**config.mk**
```make
export PLATFORM = sky130hd
export DESIGN_NAME = frame_scanner
export DESIGN_NICKNAME = d
export VERILOG_FILES = /design/src/rtl/frame_scanner_pkg.sv /design/src/rtl/frame_scanner_timing.sv /design/src/rtl/frame_scanner.sv
export SDC_FILE = /design/constraint.sdc
export NUM_CORES = 1
export LEC_CHECK = 0
export BUFFER_PORTS_ARGS = -buffer_cell sky130_fd_sc_hd__buf_2
export CAP_MARGIN = 20
export CORE_ASPECT_RATIO = 0.7
export CORE_MARGIN = 2
export CORE_UTILIZATION = 25
export CTS_CLUSTER_DIAMETER = 80
export CTS_CLUSTER_SIZE = 30
export DETAILED_ROUTE_END_ITERATION = 7
export GPL_TIMING_DRIVEN = 0
export REMOVE_ABC_BUFFERS = 1
export SYNTH_ARGS = -nofsm -noshare
export SYNTH_HDL_FRONTEND = slang
export SYNTH_SLANG_ARGS = --single-unit
```
**constraint.sdc**
```tcl
create_clock -name Clck -period 3.7 [get_ports Clck]
set_input_delay 0.74 -clock Clck [delete_from_list [all_inputs] [get_ports Clck]]
set_output_delay 0.74 -clock Clck [all_outputs]
set_load 0.005 [all_outputs]
```
**src/rtl/frame_scanner_pkg.sv**
```systemverilog
// Shared framebuffer geometry, colour codes and the pixel-to-address map used by
// the scanner and the painter side of the framebuffer.
package frame_scanner_pkg;

  localparam int SCR_WIDTH        = 160;
  localparam int SCR_WIDTH_BITS   = 8;
  localparam int SCR_HEIGHT_BITS  = 7;
  localparam int MEMORY_SIZE_BITS = 15;
  localparam int CNT_BITS         = 10;

  localparam logic [2:0] COLOR_BLACK = 3'b000;

  // Raw (pre-pipeline) timing state; hsync/vsync here are active-high "in pulse".
  typedef struct packed {
    logic [CNT_BITS-1:0] h_cnt;
    logic [CNT_BITS-1:0] v_cnt;
    logic                hsync;
    logic                vsync;
    logic                visible;
    logic                frame_end;
  } timing_t;

  function automatic logic [MEMORY_SIZE_BITS-1:0] MAP_PIXELCO_MEMADDR(
    input logic [SCR_WIDTH_BITS-1:0]  x,
    input logic [SCR_HEIGHT_BITS-1:0] y
  );
    return MEMORY_SIZE_BITS'(y) * MEMORY_SIZE_BITS'(SCR_WIDTH) + MEMORY_SIZE_BITS'(x);
  endfunction

endpackage

```
**src/rtl/frame_scanner_timing.sv**
```systemverilog
// Horizontal/vertical pixel counters with sync and visible-region decode.
// Counters only move on pixel ticks; all outputs are decoded from the live counts.
module vga_timing
  import frame_scanner_pkg::*;
#(
  parameter int H_VISIBLE = 640,
  parameter int H_FRONT   = 16,
  parameter int H_SYNC    = 96,
  parameter int H_BACK    = 48,
  parameter int V_VISIBLE = 480,
  parameter int V_FRONT   = 10,
  parameter int V_SYNC    = 2,
  parameter int V_BACK    = 33
) (
  input  logic    i_clk,
  input  logic    i_rst_n,
  input  logic    i_pix_en,
  output timing_t o_tim
);

  localparam int H_TOTAL = H_VISIBLE + H_FRONT + H_SYNC + H_BACK;
  localparam int V_TOTAL = V_VISIBLE + V_FRONT + V_SYNC + V_BACK;

  logic [CNT_BITS-1:0] r_h_cnt;
  logic [CNT_BITS-1:0] r_v_cnt;
  logic                w_h_last;

  assign w_h_last = (r_h_cnt == CNT_BITS'(H_TOTAL - 1));

  always_ff @(posedge i_clk or negedge i_rst_n) begin
    if (!i_rst_n) begin
      r_h_cnt <= '0;
      r_v_cnt <= '0;
    end else if (i_pix_en) begin
      if (w_h_last) begin
        r_h_cnt <= '0;
        if (r_v_cnt == CNT_BITS'(V_TOTAL - 1)) r_v_cnt <= '0;
        else                                   r_v_cnt <= r_v_cnt + 1'b1;
      end else begin
        r_h_cnt <= r_h_cnt + 1'b1;
      end
    end
  end

  always_comb begin
    o_tim.h_cnt   = r_h_cnt;
    o_tim.v_cnt   = r_v_cnt;
    o_tim.hsync   = (r_h_cnt >= CNT_BITS'(H_VISIBLE + H_FRONT)) &&
                    (r_h_cnt <  CNT_BITS'(H_VISIBLE + H_FRONT + H_SYNC));
    o_tim.vsync   = (r_v_cnt >= CNT_BITS'(V_VISIBLE + V_FRONT)) &&
                    (r_v_cnt <  CNT_BITS'(V_VISIBLE + V_FRONT + V_SYNC));
    o_tim.visible = (r_h_cnt < CNT_BITS'(H_VISIBLE)) && (r_v_cnt < CNT_BITS'(V_VISIBLE));
    // Last pixel of the last visible line: the next tick lands on (0, V_VISIBLE).
    o_tim.frame_end = w_h_last && (r_v_cnt == CNT_BITS'(V_VISIBLE - 1));
  end

endmodule

```
**src/rtl/frame_scanner.sv**
```systemverilog
// VGA scan-out of a scaled framebuffer: pixel tick, address fetch and a one-tick
// output pipeline that keeps colour, syncs and blank_n aligned with the read data.
module frame_scanner
  import frame_scanner_pkg::*;
#(
  parameter int H_VISIBLE   = 640,
  parameter int H_FRONT     = 16,
  parameter int H_SYNC      = 96,
  parameter int H_BACK      = 48,
  parameter int V_VISIBLE   = 480,
  parameter int V_FRONT     = 10,
  parameter int V_SYNC      = 2,
  parameter int V_BACK      = 33,
  parameter int SCALE_SHIFT = 2
) (
  input  logic                        Clck,
  input  logic                        Reset,
  output logic [MEMORY_SIZE_BITS-1:0] mem_address,
  input  logic [2:0]                  mem_color,
  output logic                        vga_r,
  output logic                        vga_g,
  output logic                        vga_b,
  output logic                        vga_hs,
  output logic                        vga_vs,
  output logic                        vga_blank_n,
  output logic                        frame_tick
);

  logic                        r_pix_en;
  timing_t                     w_tim;
  logic [SCR_WIDTH_BITS-1:0]   w_fb_x;
  logic [SCR_HEIGHT_BITS-1:0]  w_fb_y;
  logic [MEMORY_SIZE_BITS-1:0] r_mem_address;
  logic                        r_hs_d;
  logic                        r_vs_d;
  logic                        r_vis_d;
  logic [2:0]                  r_rgb;
  logic                        r_hs;
  logic                        r_vs;
  logic                        r_blank_n;
  logic                        r_frame_tick;

  vga_timing #(
    .H_VISIBLE (H_VISIBLE),
    .H_FRONT   (H_FRONT),
    .H_SYNC    (H_SYNC),
    .H_BACK    (H_BACK),
    .V_VISIBLE (V_VISIBLE),
    .V_FRONT   (V_FRONT),
    .V_SYNC    (V_SYNC),
    .V_BACK    (V_BACK)
  ) u_timing (
    .i_clk    (Clck),
    .i_rst_n  (Reset),
    .i_pix_en (r_pix_en),
    .o_tim    (w_tim)
  );

  assign w_fb_x = SCR_WIDTH_BITS'(w_tim.h_cnt >> SCALE_SHIFT);
  assign w_fb_y = SCR_HEIGHT_BITS'(w_tim.v_cnt >> SCALE_SHIFT);

  // Stage 1 (tick k): issue address for pixel k and latch its sync/visible flags.
  // Stage 2 (tick k+1): read data for pixel k is back; emit it with those flags.
  always_ff @(posedge Clck or negedge Reset) begin
    if (!Reset) begin
      r_pix_en      <= 1'b0;
      r_mem_address <= '0;
      r_hs_d        <= 1'b1;
      r_vs_d        <= 1'b1;
      r_vis_d       <= 1'b0;
      r_rgb         <= COLOR_BLACK;
      r_hs          <= 1'b1;
      r_vs          <= 1'b1;
      r_blank_n     <= 1'b0;
      r_frame_tick  <= 1'b0;
    end else begin
      r_pix_en     <= ~r_pix_en;
      r_frame_tick <= r_pix_en & w_tim.frame_end;
      if (r_pix_en) begin
        // Address freezes outside the visible area so no out-of-range reads occur.
        if (w_tim.visible) r_mem_address <= MAP_PIXELCO_MEMADDR(w_fb_x, w_fb_y);
        r_hs_d    <= ~w_tim.hsync;
        r_vs_d    <= ~w_tim.vsync;
        r_vis_d   <= w_tim.visible;
        r_rgb     <= r_vis_d ? mem_color : COLOR_BLACK;
        r_hs      <= r_hs_d;
        r_vs      <= r_vs_d;
        r_blank_n <= r_vis_d;
      end
    end
  end

  assign mem_address = r_mem_address;
  assign vga_r       = r_rgb[2];
  assign vga_g       = r_rgb[1];
  assign vga_b       = r_rgb[0];
  assign vga_hs      = r_hs;
  assign vga_vs      = r_vs;
  assign vga_blank_n = r_blank_n;
  assign frame_tick  = r_frame_tick;

endmodule

```
==> flow_summary.html <==
<table>
<tr><th>Metric</th><th>Value</th></tr>
<tr><th colspan="2">Min path</th></tr>
<tr><td>Worst hold path class</td><td>in2async</td></tr>
<tr><th colspan="2">Yosys</th></tr>
<tr><td>Yosys top cell by area</td><td>dfrtp_1</td></tr>
<tr><td>Cell count after synthesis</td><td>248</td></tr>
<tr><td>Multiplexer share of the synthesized area</td><td>4.01%</td></tr>
<tr><td>Largest family of logic cells by synthesized area</td><td>simple AND/OR/NAND/NOR gates</td></tr>
<tr><td>Synth async-reset ratio</td><td>100%</td></tr>
<tr><td>Area fraction in and, or, nand and nor cells after synthesis</td><td>17.9%</td></tr>
<tr><td>Commonest register cell after synthesis</td><td>dfrtp_1</td></tr>
<tr><td>Count of state elements after synthesis</td><td>46</td></tr>
<tr><td>Top-area cell type share of the netlist area</td><td>41.6%</td></tr>
<tr><td>Synth warnings</td><td>0</td></tr>
<tr><td>Arithmetic-cell share of the synthesized area counting full adders, half adders and majority gates</td><td>10.5%</td></tr>
<tr><td>Compound-gate portion of the synthesized area</td><td>11.4%</td></tr>
<tr><td>Top cells by area, synth</td><td>dfrtp_1 42%, ha_1 8.9%, dfstp_2 4.2%, o21ai_0 4.2%, mux2_2 4.0%</td></tr>
<tr><td>Post-synthesis sequential area ratio</td><td>45.8%</td></tr>
<tr><td>Synthesized area</td><td>2520 um2</td></tr>
<tr><td>Mean instance size in the synthesized netlist</td><td>10.2 um2</td></tr>
<tr><td>Post-synth EDFFs</td><td>0</td></tr>
<tr><td>Synth Area in XOR/XNOR</td><td>6.24%</td></tr>
<tr><td>Unique masters post-synth</td><td>46</td></tr>
<tr><th colspan="2">Outcome</th></tr>
<tr><td>Status</td><td>finished, final reports clean</td></tr>
<tr><th colspan="2">Worst setup path</th></tr>
<tr><td>Cell with the largest stage delay on the worst path</td><td>dfrtp_1</td></tr>
<tr><td>Most Frequent Cell on Critical Path</td><td>ha_1</td></tr>
<tr><td>Biggest cell delay along the critical path</td><td>530 ps</td></tr>
<tr><td>Series of cell instances along the critical path</td><td>ha_1, ha_1, fa_1, xor2_1, o2111ai_1, nor4_2, xnor2_1, o21ai_1</td></tr>
<tr><td>Required time reported for the critical path endpoint</td><td>3870 ps</td></tr>
<tr><td>Family with the most delay on the worst path</td><td>adder cells</td></tr>
<tr><td>Setup Crit Path Kind</td><td>reg2reg</td></tr>
<tr><td>Worst path bufs/invs</td><td>0</td></tr>
<tr><td>Crit Path Max Fanout</td><td>10</td></tr>
<tr><td>CP endpoint kind</td><td>flop</td></tr>
<tr><td>Category of the worst setup path launch point</td><td>flop</td></tr>
<tr><td>Arrival time worst endpoint</td><td>2850 ps</td></tr>
<tr><th colspan="2">Global routing</th></tr>
<tr><td>Largest net degree at the start of global routing</td><td>47</td></tr>
<tr><td>Global-route total usage across every layer</td><td>10.6%</td></tr>
<tr><td>Number of global-route vias before repair</td><td>1852</td></tr>
<tr><td>Global-route wire length before repair</td><td>8830 um</td></tr>
<tr><td>Overall overflow remaining after global route</td><td>0</td></tr>
<tr><td>Initial antenna violation count</td><td>0</td></tr>
<tr><th colspan="2">Floorplanning</th></tr>
<tr><td>Area of the placeable core</td><td>9760 um2</td></tr>
<tr><td>DIE HEIGHT</td><td>88.1 um</td></tr>
<tr><td>Starting Density</td><td>25.9%</td></tr>
<tr><td>Num rows</td><td>30</td></tr>
<tr><td>Count of pins on the block boundary</td><td>27</td></tr>
<tr><td>X dimension of the die</td><td>124 um</td></tr>
<tr><td>Floorplan die area</td><td>10900 um2</td></tr>
<tr><th colspan="2">CTS</th></tr>
<tr><td>Number of setup buffers added after CTS</td><td>0</td></tr>
<tr><td>Clock Pin Slew Worst Setup and Hold Paths</td><td>70 ps</td></tr>
<tr><td>TritonCTS clock tree</td><td>yes</td></tr>
<tr><td>Clock tree root buffer cell</td><td>clkbuf_16</td></tr>
<tr><td>Clock Sink Count</td><td>46</td></tr>
<tr><td>Total of hold buffers inserted after clock tree synthesis</td><td>0</td></tr>
<tr><td>Maximum clock path buffer count</td><td>2</td></tr>
<tr><td>Post-cts repair resize count</td><td>0</td></tr>
<tr><td>Clock insertion delay at the later pin of the skew report</td><td>290 ps</td></tr>
<tr><td>CTS buffer count</td><td>5</td></tr>
<tr><td>H-tree Lvls</td><td>2</td></tr>
<tr><th colspan="2">Place</th></tr>
<tr><td>Gp weighted congestion</td><td>0.827</td></tr>
<tr><td>DP HPWL</td><td>3870 um</td></tr>
<tr><td>IO buf count</td><td>26</td></tr>
<tr><th colspan="2">Power and ir drop</th></tr>
<tr><td>Clock network fraction of total power</td><td>46.5%</td></tr>
<tr><td>Net switching share of the total power</td><td>21.9%</td></tr>
<tr><td>Final total power</td><td>978 uW</td></tr>
<tr><td>NetSw</td><td>214 uW</td></tr>
<tr><td>Worst IR drop on VDD</td><td>0.139 mV</td></tr>
<tr><td>P_int</td><td>764 uW</td></tr>
<tr><td>Flop pwr share</td><td>51.7%</td></tr>
<tr><td>Leakage power</td><td>0.00134 uW</td></tr>
<tr><td>Total power density per cell area</td><td>331 nW/um2</td></tr>
<tr><td>Part of the total power dissipated in combinational logic</td><td>1.8%</td></tr>
<tr><th colspan="2">Route</th></tr>
<tr><td>Detailed-route wire length</td><td>5210 um</td></tr>
<tr><td>Drt drc</td><td>0</td></tr>
<tr><td>Wire per inst</td><td>12.8 um</td></tr>
<tr><td>Number of nets with antenna violations after detailed routing</td><td>0</td></tr>
<tr><td>Number of violations reported at the end of detailed-routing iteration 0</td><td>78</td></tr>
<tr><td>Pre-antenna DRT Iters</td><td>4</td></tr>
<tr><td>Via count</td><td>1828</td></tr>
<tr><td>Drt via density</td><td>4.50</td></tr>
<tr><th colspan="2">Finish</th></tr>
<tr><td>Area delta synth-&gt;final</td><td>17.0%</td></tr>
<tr><td>Multi-input gate area in the final layout</td><td>1260 um2</td></tr>
<tr><td>Most frequent standard cell in the layout excluding fill and tap cells</td><td>dfrtp_1</td></tr>
<tr><td>Fill cells</td><td>1020</td></tr>
<tr><td>Most frequent cells in the layout</td><td>42 x dfrtp_1, 27 x nand2_1, 26 x buf_2</td></tr>
<tr><td>Diode insertion count for antenna repair</td><td>0</td></tr>
<tr><td>Sequential Area</td><td>1160 um2</td></tr>
<tr><td>Layout cells sized above 1</td><td>20.5%</td></tr>
<tr><td>Nets@finish</td><td>302</td></tr>
<tr><th colspan="2">STA</th></tr>
<tr><td>Total negative setup slack</td><td>0 ps</td></tr>
<tr><td>Portion of the clock cycle consumed by the worst path in the final layout</td><td>72.4%</td></tr>
<tr><td>Number of failing setup endpoints in the final timing report</td><td>0</td></tr>
<tr><td>Final period demand of the worst path</td><td>2680 ps</td></tr>
<tr><td>Actual transition at the worst max-transition pin</td><td>697 ps</td></tr>
<tr><td>Setup repair after global routing missed its margin</td><td>no</td></tr>
<tr><td>Worst setup skew after layout</td><td>5.07 ps</td></tr>
<tr><td>Max-slew violation total from the final report</td><td>0</td></tr>
<tr><td>Top achievable clock speed</td><td>373 MHz</td></tr>
<tr><td>Worst slew slack as a fraction of its limit</td><td>53.2%</td></tr>
<tr><td>Number of hold violations in the final report</td><td>0</td></tr>
<tr><th colspan="2">Job</th></tr>
<tr><td>MaxCap Viol Count</td><td>0</td></tr>
</table>
stage by stage:
stage	setup slack [ps]	instances	hold WS (ps)	cell area (um2)	util, %
finish	1020	406	363	2960	30.3
global route	789	406	381	2960	30.3
CTS	945	404	483	2920	29.9
detailed placement	946	396	466	2770	28.4
global placement	1020	396	457	2770	28.4
floorplan	1230	242	444	2480	-
sequential cells by signal (all words and copies together), names as in the netlist:
register          cells
r_hs_d                1
frame_tick            1
u_timing.r_h_cnt     10
r_vis_d               1
vga_blank_n           1
mem_address          15
r_rgb                 3
u_timing.r_v_cnt     10
vga_hs                1
vga_vs                1
r_pix_en              1
r_vs_d                1
worst reg2reg max path, stage by stage, from the launching register on:
cell and delay [ps]:
dfrtp_1 530, ha_1 310, ha_1 240, fa_1 420
xor2_1 280, o2111ai_1 230, nor4_2 340, xnor2_1 150
o21ai_1 80
kinds of logic after synthesis:
| logic type | count (synthesis) |
|---|---|
| xor gates and xnor gates | 18 |
| DFF | 46 |
| and+or+nand+nor | 86 |
| AOI/OAI and AO/OA | 47 |
| muxes | 9 |
| buffers and inverters | 22 |
| adders and majority gates | 20 |
Yosys cell counts, drive strengths merged, types with 5 or more instances:
cell type   n
inv        16
nand3       6
nor2       21
xnor2       8
xor2       10
mux2        9
nor4        5
o21ai      27
ha         18
nand4       7
dfrtp      42
nand2      27
worst paths after layout:
kind / cells past startpoint / end / from / slack (ps)
max: 8 / mem_address[13]$_DFFE_PN0P_ / u_timing.r_v_cnt[5]$_DFFE_PN0P_ / 1020
min reg2reg: 2 / mem_address[8]$_DFFE_PN0P_ / mem_address[8]$_DFFE_PN0P_ / 480
max in group asynchronous: 2 / r_vs_d$_DFFE_PN1P_ / Reset / 2780
min: 1 / r_rgb[0]$_DFFE_PN0P_ / Reset / 360
min in group Clck: 2 / mem_address[8]$_DFFE_PN0P_ / mem_address[8]$_DFFE_PN0P_ / 480
max reg2reg: 8 / mem_address[13]$_DFFE_PN0P_ / u_timing.r_v_cnt[5]$_DFFE_PN0P_ / 1020
layer usage:
layer / vias to the layer above / routed length [um] / GRT usage (%)
met5: - / 0 / 0
met4: 0 / 58 / 3.68
met3: 7 / 333 / 4.10
met2: 37 / 2140 / 15.8
met1: 855 / 2680 / 13.9
li1: 929 / - / -
area by class of cell:
class	instances	share of cell area, %
clock buffers	5	4.23
clock inverters	3	0.847
inverters	16	2.03
multi-input cells	180	42.8
flip-flops and latches	46	39.1
well taps	128	5.42
repair buffers	28	5.59
power groups by stage:
stage	combinational, uW	sequential [uW]	clock [uW]
5_1_grt	21.1	505	494
3_5_place_dp	16.3	515	0
6_report	17.8	505	455
4_1_cts	16.4	505	472
3_3_place_gp	15.8	515	0
2_1_floorplan	1.77	515	0
No activity file was read; power rests on OpenSTA's default activity.
